File: config.mk
export PLATFORM = sky130hd
export DESIGN_NAME = microstep_counter_flat
export DESIGN_NICKNAME = d
export VERILOG_FILES = /design/src/rtl/control_pkg.sv /design/src/rtl/microstep_counter_if.sv /design/src/rtl/step_decoder.sv /design/src/rtl/microstep_counter.sv /design/src/flat_wrapper.sv
export SDC_FILE = /design/constraint.sdc
export NUM_CORES = 1
export LEC_CHECK = 0
export ABC_AREA = 1
export BUFFER_PORTS_ARGS = -buffer_cell sky130_fd_sc_hd__buf_2
export CAP_MARGIN = 40
export CORE_MARGIN = 3
export CORE_UTILIZATION = 47
export DETAILED_ROUTE_END_ITERATION = 10
export GPL_TIMING_DRIVEN = 0
export PLACE_DENSITY_LB_ADDON = 0.3
export SYNTH_ARGS = -nofsm -noshare
export SYNTH_HDL_FRONTEND = slang
export SYNTH_HIERARCHICAL = 1
export SYNTH_SLANG_ARGS = --single-unit
File: constraint.sdc
create_clock -name clk -period 1.8 [get_ports clk]
set_clock_uncertainty 0.15 [all_clocks]
set_input_delay 0.36 -clock clk [delete_from_list [all_inputs] [get_ports clk]]
set_output_delay 0.36 -clock clk [all_outputs]
set_load 0.05 [all_outputs]
File: src/rtl/control_pkg.sv
// Shared control-unit constants: microstep geometry and named T-states.
package control_pkg;

  localparam int unsigned STEP_W      = 3;
  localparam int unsigned NUM_STEPS   = 5;
  localparam int unsigned FETCH_STEPS = 2;
  localparam int unsigned CNT_W       = 8;

  // Named microsteps for the control ROM (T0 = MAR<-PC, T1 = IR<-RAM, PC++).
  typedef enum logic [STEP_W-1:0] {
    T0 = 3'd0,
    T1 = 3'd1,
    T2 = 3'd2,
    T3 = 3'd3,
    T4 = 3'd4
  } step_e;

  // True for the final legal step and any out-of-range value, so both wrap to T0.
  function automatic logic is_wrap_step(input logic [STEP_W-1:0] s);
    return s >= STEP_W'(NUM_STEPS - 1);
  endfunction

endpackage

File: src/rtl/microstep_counter_if.sv
// Sequencer control inputs and microstep/retire status outputs.
interface microstep_counter_if;
  import control_pkg::*;

  logic                 step_en;
  logic                 hlt;
  logic                 step_clr;
  logic [STEP_W-1:0]    step;
  logic [NUM_STEPS-1:0] t_onehot;
  logic                 fetch;
  logic                 instr_done;
  logic [CNT_W-1:0]     instr_cnt;

  // Clock module / control word side.
  modport master (
    output step_en, hlt, step_clr,
    input  step, t_onehot, fetch, instr_done, instr_cnt
  );

  // Sequencer side.
  modport slave (
    input  step_en, hlt, step_clr,
    output step, t_onehot, fetch, instr_done, instr_cnt
  );

endinterface

File: src/rtl/step_decoder.sv
// Combinational decode of a binary microstep into one-hot and fetch flag.
module step_decoder
  import control_pkg::*;
(
  input  logic [STEP_W-1:0]    step,
  output logic [NUM_STEPS-1:0] t_onehot,
  output logic                 fetch
);

  // One-hot decode; out-of-range steps give all zeros.
  always_comb begin
    t_onehot = '0;
    for (int i = 0; i < NUM_STEPS; i++) begin
      t_onehot[i] = (step == STEP_W'(i));
    end
  end

  // Fetch covers the leading FETCH_STEPS microsteps.
  assign fetch = (step < STEP_W'(FETCH_STEPS));

endmodule

File: src/rtl/microstep_counter.sv
// T-state sequencer: holds the current microstep, wraps/clears at end of
// instruction and counts retired instructions for the debug display.
module microstep_counter
  import control_pkg::*;
(
  input  logic                clk,
  input  logic                RESET,
  microstep_counter_if.slave  bus
);

  logic [STEP_W-1:0]    step_q, step_d;
  logic [CNT_W-1:0]     cnt_q, cnt_d;
  logic                 done_q, done_d;
  logic [NUM_STEPS-1:0] t_onehot;
  logic                 fetch;

  // Next-state: halt and disable both hold; clear or last step retires.
  always_comb begin
    step_d = step_q;
    cnt_d  = cnt_q;
    done_d = 1'b0;
    if (!bus.hlt && bus.step_en) begin
      if (bus.step_clr || is_wrap_step(step_q)) begin
        step_d = STEP_W'(T0);
        cnt_d  = cnt_q + CNT_W'(1);
        done_d = 1'b1;
      end else begin
        step_d = step_q + STEP_W'(1);
      end
    end
  end

  // State registers; reset abandons the in-flight instruction uncounted.
  always_ff @(posedge clk) begin
    if (RESET) begin
      step_q <= STEP_W'(T0);
      cnt_q  <= '0;
      done_q <= 1'b0;
    end else begin
      step_q <= step_d;
      cnt_q  <= cnt_d;
      done_q <= done_d;
    end
  end

  step_decoder u_step_decoder (
    .step     (step_q),
    .t_onehot (t_onehot),
    .fetch    (fetch)
  );

  assign bus.step       = step_q;
  assign bus.t_onehot   = t_onehot;
  assign bus.fetch      = fetch;
  assign bus.instr_done = done_q;
  assign bus.instr_cnt  = cnt_q;

endmodule
File: src/flat_wrapper.sv
// flat-port wrapper written by rule: the top's interface ports become plain ports
module microstep_counter_flat import control_pkg::*;
  (clk, RESET, bus_step_en, bus_hlt, bus_step_clr, bus_step, bus_t_onehot, bus_fetch, bus_instr_done, bus_instr_cnt);
  microstep_counter_if bus_i ();
  input  logic clk;
  input  logic RESET;
  input wire logic [$bits(bus_i.step_en)-1:0] bus_step_en;
  input wire logic [$bits(bus_i.hlt)-1:0] bus_hlt;
  input wire logic [$bits(bus_i.step_clr)-1:0] bus_step_clr;
  output wire logic [$bits(bus_i.step)-1:0] bus_step;
  output wire logic [$bits(bus_i.t_onehot)-1:0] bus_t_onehot;
  output wire logic [$bits(bus_i.fetch)-1:0] bus_fetch;
  output wire logic [$bits(bus_i.instr_done)-1:0] bus_instr_done;
  output wire logic [$bits(bus_i.instr_cnt)-1:0] bus_instr_cnt;
  assign bus_i.step_en = bus_step_en;
  assign bus_i.hlt = bus_hlt;
  assign bus_i.step_clr = bus_step_clr;
  assign bus_step = bus_i.step;
  assign bus_t_onehot = bus_i.t_onehot;
  assign bus_fetch = bus_i.fetch;
  assign bus_instr_done = bus_i.instr_done;
  assign bus_instr_cnt = bus_i.instr_cnt;
  microstep_counter u_core (.clk(clk), .RESET(RESET), .bus(bus_i));
endmodule
==> results of run 1 <==
## cells in the final DEF, fill, tap and decap left out
| cell | synthesis | final |
|---|---|---|
| o21ai_1 | 1 | 1 |
| inv_1 | 15 | 15 |
| a21oi_2 | 1 | 1 |
| nor2_2 | 2 | 2 |
| nand4_1 | 3 | 3 |
| dfxtp_1 | 12 | 11 |
| dfxtp_2 | 0 | 1 |
| clkinv_1 | 1 | 1 |
| nor2_1 | 18 | 18 |
| nor2_4 | 4 | 4 |
| clkbuf_4 | 0 | 3 |
| nand3_1 | 5 | 5 |
| buf_6 | 1 | 1 |
| buf_2 | 0 | 22 |
| a21oi_1 | 4 | 4 |
| nand2_1 | 23 | 23 |
| ha_1 | 2 | 2 |
| inv_2 | 3 | 3 |
| o21ai_2 | 1 | 1 |
| nand2_2 | 4 | 4 |
## through the flow
stage               power [W]   util  worst slack (ps)  area (um^2)
floorplan            0.000338      -              -179          671
global placement     0.000355  0.656               432          798
detailed placement   0.000357  0.656               406          798
CTS                  0.000512  0.675               113          821
global route         0.000538  0.676              29.1          822
finish               0.000505  0.676               167          822
## path summary, 6_finish.rpt
path / from / to / slack [ps] / depth (start not counted)
min reg2reg: u_core/bus.instr_cnt[0]$_SDFFE_PP0P_ / u_core/bus.instr_cnt[0]$_SDFFE_PP0P_ / 370 / 1
min: RESET / u_core/bus.step[1]$_SDFFE_PP0P_ / 150 / 2
max reg2reg: u_core/bus.instr_cnt[0]$_SDFFE_PP0P_ / u_core/bus.instr_cnt[4]$_SDFFE_PP0P_ / 400 / 8
max: u_core/bus.step[2]$_SDFFE_PP0P_ / bus_t_onehot[2] / 170 / 4
## power by group through the flow
stage	Clock (W)	Sequential, W	Combinational, W
2_1_floorplan	0	0.000296	0.0000414
3_3_place_gp	0	0.000282	0.0000738
3_5_place_dp	0	0.000282	0.0000748
4_1_cts	0.000161	0.000276	0.0000753
5_1_grt	0.000180	0.000277	0.0000813
6_report	0.000154	0.000276	0.0000749
## flip-flops by register name (all words and copies together), names as in the netlist
register and cells:
u_core/bus.step 3, u_core/bus.instr_cnt 8, u_core/bus.instr_done 1
## critical path: cells and delay by family (launching register included)
kind	cells	cell delay (ps)
buffers and inverters	2	360
DFF	1	350
and+or+nand+nor	2	150
## what timing repair did
action,4_1_cts,5_1_grt
resized for setup,0,1
endpoints found under the setup margin,0,1
hold buffers,0,0
## cells by family after synthesis
family / synth area share
AOI/OAI and AO/OA: 0.0634
adders and majority gates: 0.0373
buffers and inverters: 0.123
DFF: 0.358
and+or+nand+nor: 0.418
## final cells by class
cell class	instances	area, um^2
Buffer	1	11.3
Clock buffer	3	22.5
Fill cell	112	394
Inverter	19	71.3
Multi-Input combinational cell	68	348
Sequential cell	12	241
Tap cell	14	17.5
Timing Repair Buffer	22	110
## metal layers
metal / up-vias / global-route usage / wire length, um
li1: 353 / - / -
met1: 288 / 0.184 / 637
met2: 17 / 0.282 / 631
met3: 0 / 0.0747 / 101
met4: 0 / 0.0181 / 0
met5: - / 0 / 0
==> results summary, run 1 <==
Row generation in the floorplan step produced 12 rows. Max-cap violations in this run came to 0. No sink is reached through more buffers than the 2 on the longest clock path. The number of flops mapped to enable cells by yosys is 0.

The number of antenna violations at the first check in global routing is 0. The placed cell count is 136. STA classifies the critical path startpoint as a flip-flop. The required arrival time at the worst endpoint is 1290 ps. Setup repair after global routing left no endpoint under its margin. The tightest min-delay check is of the in -> reg type. In the post-synthesis netlist, the cell with the most instances is nand2_1. The share of flip-flops with an asynchronous set or reset after synthesis is 0. The proportion of power drawn by flip-flops and latches came out at 0.546. The filler-free cell count of the finished design is 139. Routability-driven placement finished with a final weighted congestion of 0.802.

The worst setup path is of the reg -> out kind. TritonCTS built the clock tree. The mean cell area of the mapped netlist came out at 6.71 um^2. The total count of hold-check failures in the final report was 0. The die height came out at 43.8 um. The maximum net fanout on the critical path is 5.

Traced cell by cell, the critical path runs through inv_1 > nand2_1 > nor2_1 > buf_2. The max-slew violation count came out at 0. The number of global-route vias before repair was 598. The run finished with clean final reports.

The number of synthesized register bits is 12. Of the total power, the clock network draws 0.305. In the finished design, the share of the clock period the worst path needs comes to 0.907. The starting DRC count in detailed routing came out at 13.

The combined global-route utilization of all metal layers is 0.162. The leakage power summed over all cells is 0.409 nW. The area share of the largest cell type after synthesis came out at 0.358.

The source-to-sink clock delay at the later pin of the worst-skew pair is 260 ps. The total core area is 1220 um^2. The total die area came out at 1920 um^2. The register area share after synthesis came out at 0.358.

The peak ir drop on the vdd network is 352 uV. The shortest clock period the worst path allows after layout came out at 1630 ps. The area of the mapped netlist is 671 um^2. The number of nets in the synthesized netlist is 107. Counting every sink on the clock net gives 12. The number of design rule violations left after detail routing came out at 0. The number of nets in the layout is 134. In this run the tightest slew margin relative to its limit is 0.818. The final setup violation count came out at 0.

The count of warnings emitted by yosys came out at 6. In the routed layout, each cell is associated on average with a via count of 4.73. The number of clock buffers added by TritonCTS is 3.

The biggest cell delay along the critical path is 350 ps. The die is 43.8 um wide. The commonest cells after synthesis are nand2_1 (23), nor2_1 (18), inv_1 (15), dfxtp_1 (12), nand3_1 (5). The maximum number of pins on one net before global-route repair is 11. The antenna diode count came out at 0.

The areal power density over the cells is 615 nW/um^2. The data arrival time of the worst path is 1120 ps. The internal portion of the total power is 0.000368 W. The count of nets left with antenna violations once routing finished came out at 0.

Clock-pin slew was measured on the worst setup and hold paths at 60 ps. The slew at the pin closest to its max-slew limit came out at 272 ps. The detailed-route wire length is 1370 um. By area the synthesized netlist is led by dfxtp_1 (36%), nand2_1 (13%), nor2_1 (10%).

The post-synthesis cell type count is 17. The net switching power of the design came out at 0.000137 W. The first global-routing pass estimated 2350 um of wire. The root cell of the clock tree is clkbuf_4. Dividing the detail-routed wire length by the instance count gives 9.86 um. Summed over all instances, the cell type with the most area after synthesis is dfxtp_1. Of the total power, the share spent switching nets is 0.272.

The synthesis-to-finish area growth came out at 22.6%. The half-perimeter wire length after detailed placement came out at 1050 um. The starting density of the core is 0.551. The detailed router placed 658 vias in this run. The part of the power in combinational logic is 0.148. Final hold analysis gives a worst-case slack of 153 ps. The fraction of layout cells with a size suffix above 1 came out at 0.336. The total negative setup slack is 0 ps. The capturing element type of the critical path is a primary output. Buffers placed on the I/O ports in this run total 22. The total iterations of the first detailed-routing run is 4. The I/O pin total came out at 23. The final global-route overflow total came out at 0. The level count of the clock H-tree is 1. The commonest register cell after synthesis is dfxtp_1. The top achievable clock speed is 612 MHz.

For this design, the slowest cell found on the critical path is dfxtp_1. Buffers added to address setup during post-CTS repair amount to 0. The synthesized instance count came out at 100.
Note: power is estimated with default switching activity, not from simulation.
==> run 2, diff against run 1 <==
--- a/config.mk
+++ b/config.mk
@@ -7,12 +7,11 @@
 export LEC_CHECK = 0
 export ABC_AREA = 1
 export BUFFER_PORTS_ARGS = -buffer_cell sky130_fd_sc_hd__buf_2
-export CAP_MARGIN = 40
 export CORE_MARGIN = 3
 export CORE_UTILIZATION = 47
 export DETAILED_ROUTE_END_ITERATION = 10
 export GPL_TIMING_DRIVEN = 0
-export PLACE_DENSITY_LB_ADDON = 0.3
+export PLACE_DENSITY = 0.76
 export SYNTH_ARGS = -nofsm -noshare
 export SYNTH_HDL_FRONTEND = slang
 export SYNTH_HIERARCHICAL = 1
==> run 2 against run 1 <==
Sequential power hardly changed. Die area stayed put. Clock power is 3% higher. Global-route usage is 1.2 points lower. Combinational power hardly changed. Highest routed layer is now met4. Non-clock buffer count stayed put. Largest cell class unchanged. Critical endpoint is now bus_t_onehot[1]. Final cell count stayed put. Register-to-register slack worse by 20 ps.
==> results summary, run 2 (synthesis results as in run 1) <==
The slew at the pin closest to its max-slew limit is 275 ps. The routed layout has 634 vias. The number of rows created at floorplan came out at 12. The I/O pin total came out at 23. The signal on the critical path passes through inv_2 > nor2_1 > buf_2. The starting DRC count in detailed routing came out at 8. Hold repair after CTS inserted 0 buffers. The shortest clock period the worst path allows after layout is 1640 ps. The die span in x came out at 43.8 um.

The average vias per placed instance is 4.56. Global routing finished with a remaining overflow of 0. The total count of hold-check failures in the final report is 0.

The synthesis-to-finish area growth is 22.4%. No sink is reached through more buffers than the 2 on the longest clock path. The final setup violation count is 0. The fraction of layout cells with a size suffix above 1 is 0.328.

STA classifies the critical path startpoint as a flip-flop. The number of global-route vias before repair came out at 503. For this block, the routed nets add up to 1320 um of wire.

The number of antenna violations at the first check in global routing came out at 0. The number of nets in the layout came out at 134. The global-route wire length before repair is 2190 um. Setup repair after global routing left no endpoint under its margin.

The die covers 1920 um^2. The areal power density over the cells is 621 nW/um^2. The number of design rule violations left after detail routing is 0. The count of buffers added by post-CTS timing repair for setup came out at 0. The leakage power summed over all cells came out at 0.409 nW. The starting density of the core is 0.551. For the worst setup path, the data required time is 1290 ps. The combined global-route utilization of all metal layers came out at 0.150. The total iterations of the first detailed-routing run is 4.

The max-slew violation count came out at 0. The final cycle utilization of the critical path is 0.912. In this run the worst path has a maximum fanout of 8. STA puts the critical path data arrival time at 1130 ps. The power consumption is 0.000509 W. The source-to-sink clock delay at the later pin of the worst-skew pair came out at 260 ps.

The capturing element type of the critical path is a primary output. The clock transition at the registers of the reported paths is 70 ps. The root cell of the clock tree is clkbuf_4. The flip-flop count of the largest register, all copies and words added came out at 8. The average wire per cell in the routed design is 9.50 um.

Once placement finished, the instance area stood at 798 um^2. The number of violations of the max-capacitance limit is 0. The post-route standard cell area excluding fillers came out at 821 um^2. The area of combinational cells with multiple inputs is 348 um^2. The die height came out at 43.8 um. The floorplan step defined a core boundary enclosing 1220 um^2. The number of cells upsized or downsized after cts is 0. The number of buffers created by CTS came out at 3.

Headroom to the max-slew limit came out at 0.816. The level count of the clock H-tree is 1. The run finished with clean final reports.

In the layout the commonest cells are nand2_1 (23), buf_2 (22), nor2_1 (18). The register area is 240 um^2. The largest individual stage delay along the critical path comes from the cell dfxtp_1. At the end of routability-driven placement, the weighted congestion stood at 0.786.

Entering global routing, the biggest net connects 11 pins. Based on the critical path, the design can be clocked at up to 609 MHz. In this run the worst hold path is classified as in -> reg. The total of fill cells in the finished design is 122. Leaving out fill and tap cells, the most frequent cell in the layout is nand2_1. The number of port buffers is 22. TritonCTS built the clock tree.

The antenna diode count is 0. The clock net sink count is 12. The half-perimeter wire length after detailed placement is 1040 um. The worst setup path is of the reg -> out kind.

The count of nets left with antenna violations once routing finished came out at 0. The peak ir drop on the vdd network came out at 403 uV. The biggest cell delay along the critical path came out at 460 ps.
-- run 2: cell types whose count changed in the layout (fill, tap and decap cells not counted) --
cell / previous run / this run
dfxtp_2: 1 / 0
dfxtp_1: 11 / 12
-- run 2: report_power, final --
part | switching, W | internal [W] | total [W]
Clock | 0.0000823 | 0.0000771 | 0.000159
Combinational | 0.0000544 | 0.0000202 | 0.0000747
Sequential | 0.00000560 | 0.000270 | 0.000275
Total | 0.000142 | 0.000367 | 0.000509
-- run 2: worst max-delay path, delay by kind of cell, from the launching register on --
family | cells | cell delay [ps]
buffers and inverters | 2 | 320
AND/OR/NAND/NOR | 1 | 90
flip-flops | 1 | 460
-- run 2: final cells by class --
class | count | area share
clock buffers | 3 | 0.0274
repair buffers | 22 | 0.134
plain buffers | 1 | 0.0137
flip-flops and latches | 12 | 0.293
well taps | 14 | 0.0213
inverters | 19 | 0.0869
multi-input cells | 68 | 0.424
-- run 2: path summary, 6_finish.rpt --
check	cells after the start	startpoint	slack, ps	to
max	3	u_core/bus.step[0]$_SDFFE_PP0P_	160	bus_t_onehot[1]
min	2	RESET	150	u_core/bus.step[1]$_SDFFE_PP0P_
max reg2reg	8	u_core/bus.instr_cnt[0]$_SDFFE_PP0P_	380	u_core/bus.instr_cnt[4]$_SDFFE_PP0P_
min reg2reg	1	u_core/bus.instr_cnt[0]$_SDFFE_PP0P_	370	u_core/bus.instr_cnt[0]$_SDFFE_PP0P_
-- run 2: routing by layer --
layer / routed length (um) / GRT usage / vias to the layer above / part of all wire
met5: 0 / 0 / - / 0
met4: 6 / 0.0723 / 0 / 0.0045
met3: 64 / 0.0249 / 2 / 0.048
met2: 593 / 0.215 / 14 / 0.45
met1: 657 / 0.213 / 264 / 0.50
li1: - / - / 354 / -
-- run 2: stage by stage --
step	util	TNS, ps	hold WS (ps)	instances	worst slack, ps
2_1_floorplan	-	-744	279	100	-179
3_3_place_gp	0.656	0	339	136	434
3_5_place_dp	0.656	0	350	136	414
4_1_cts	0.675	0	144	139	139
5_1_grt	0.675	0	154	139	56.9
6_report	0.675	0	148	139	159
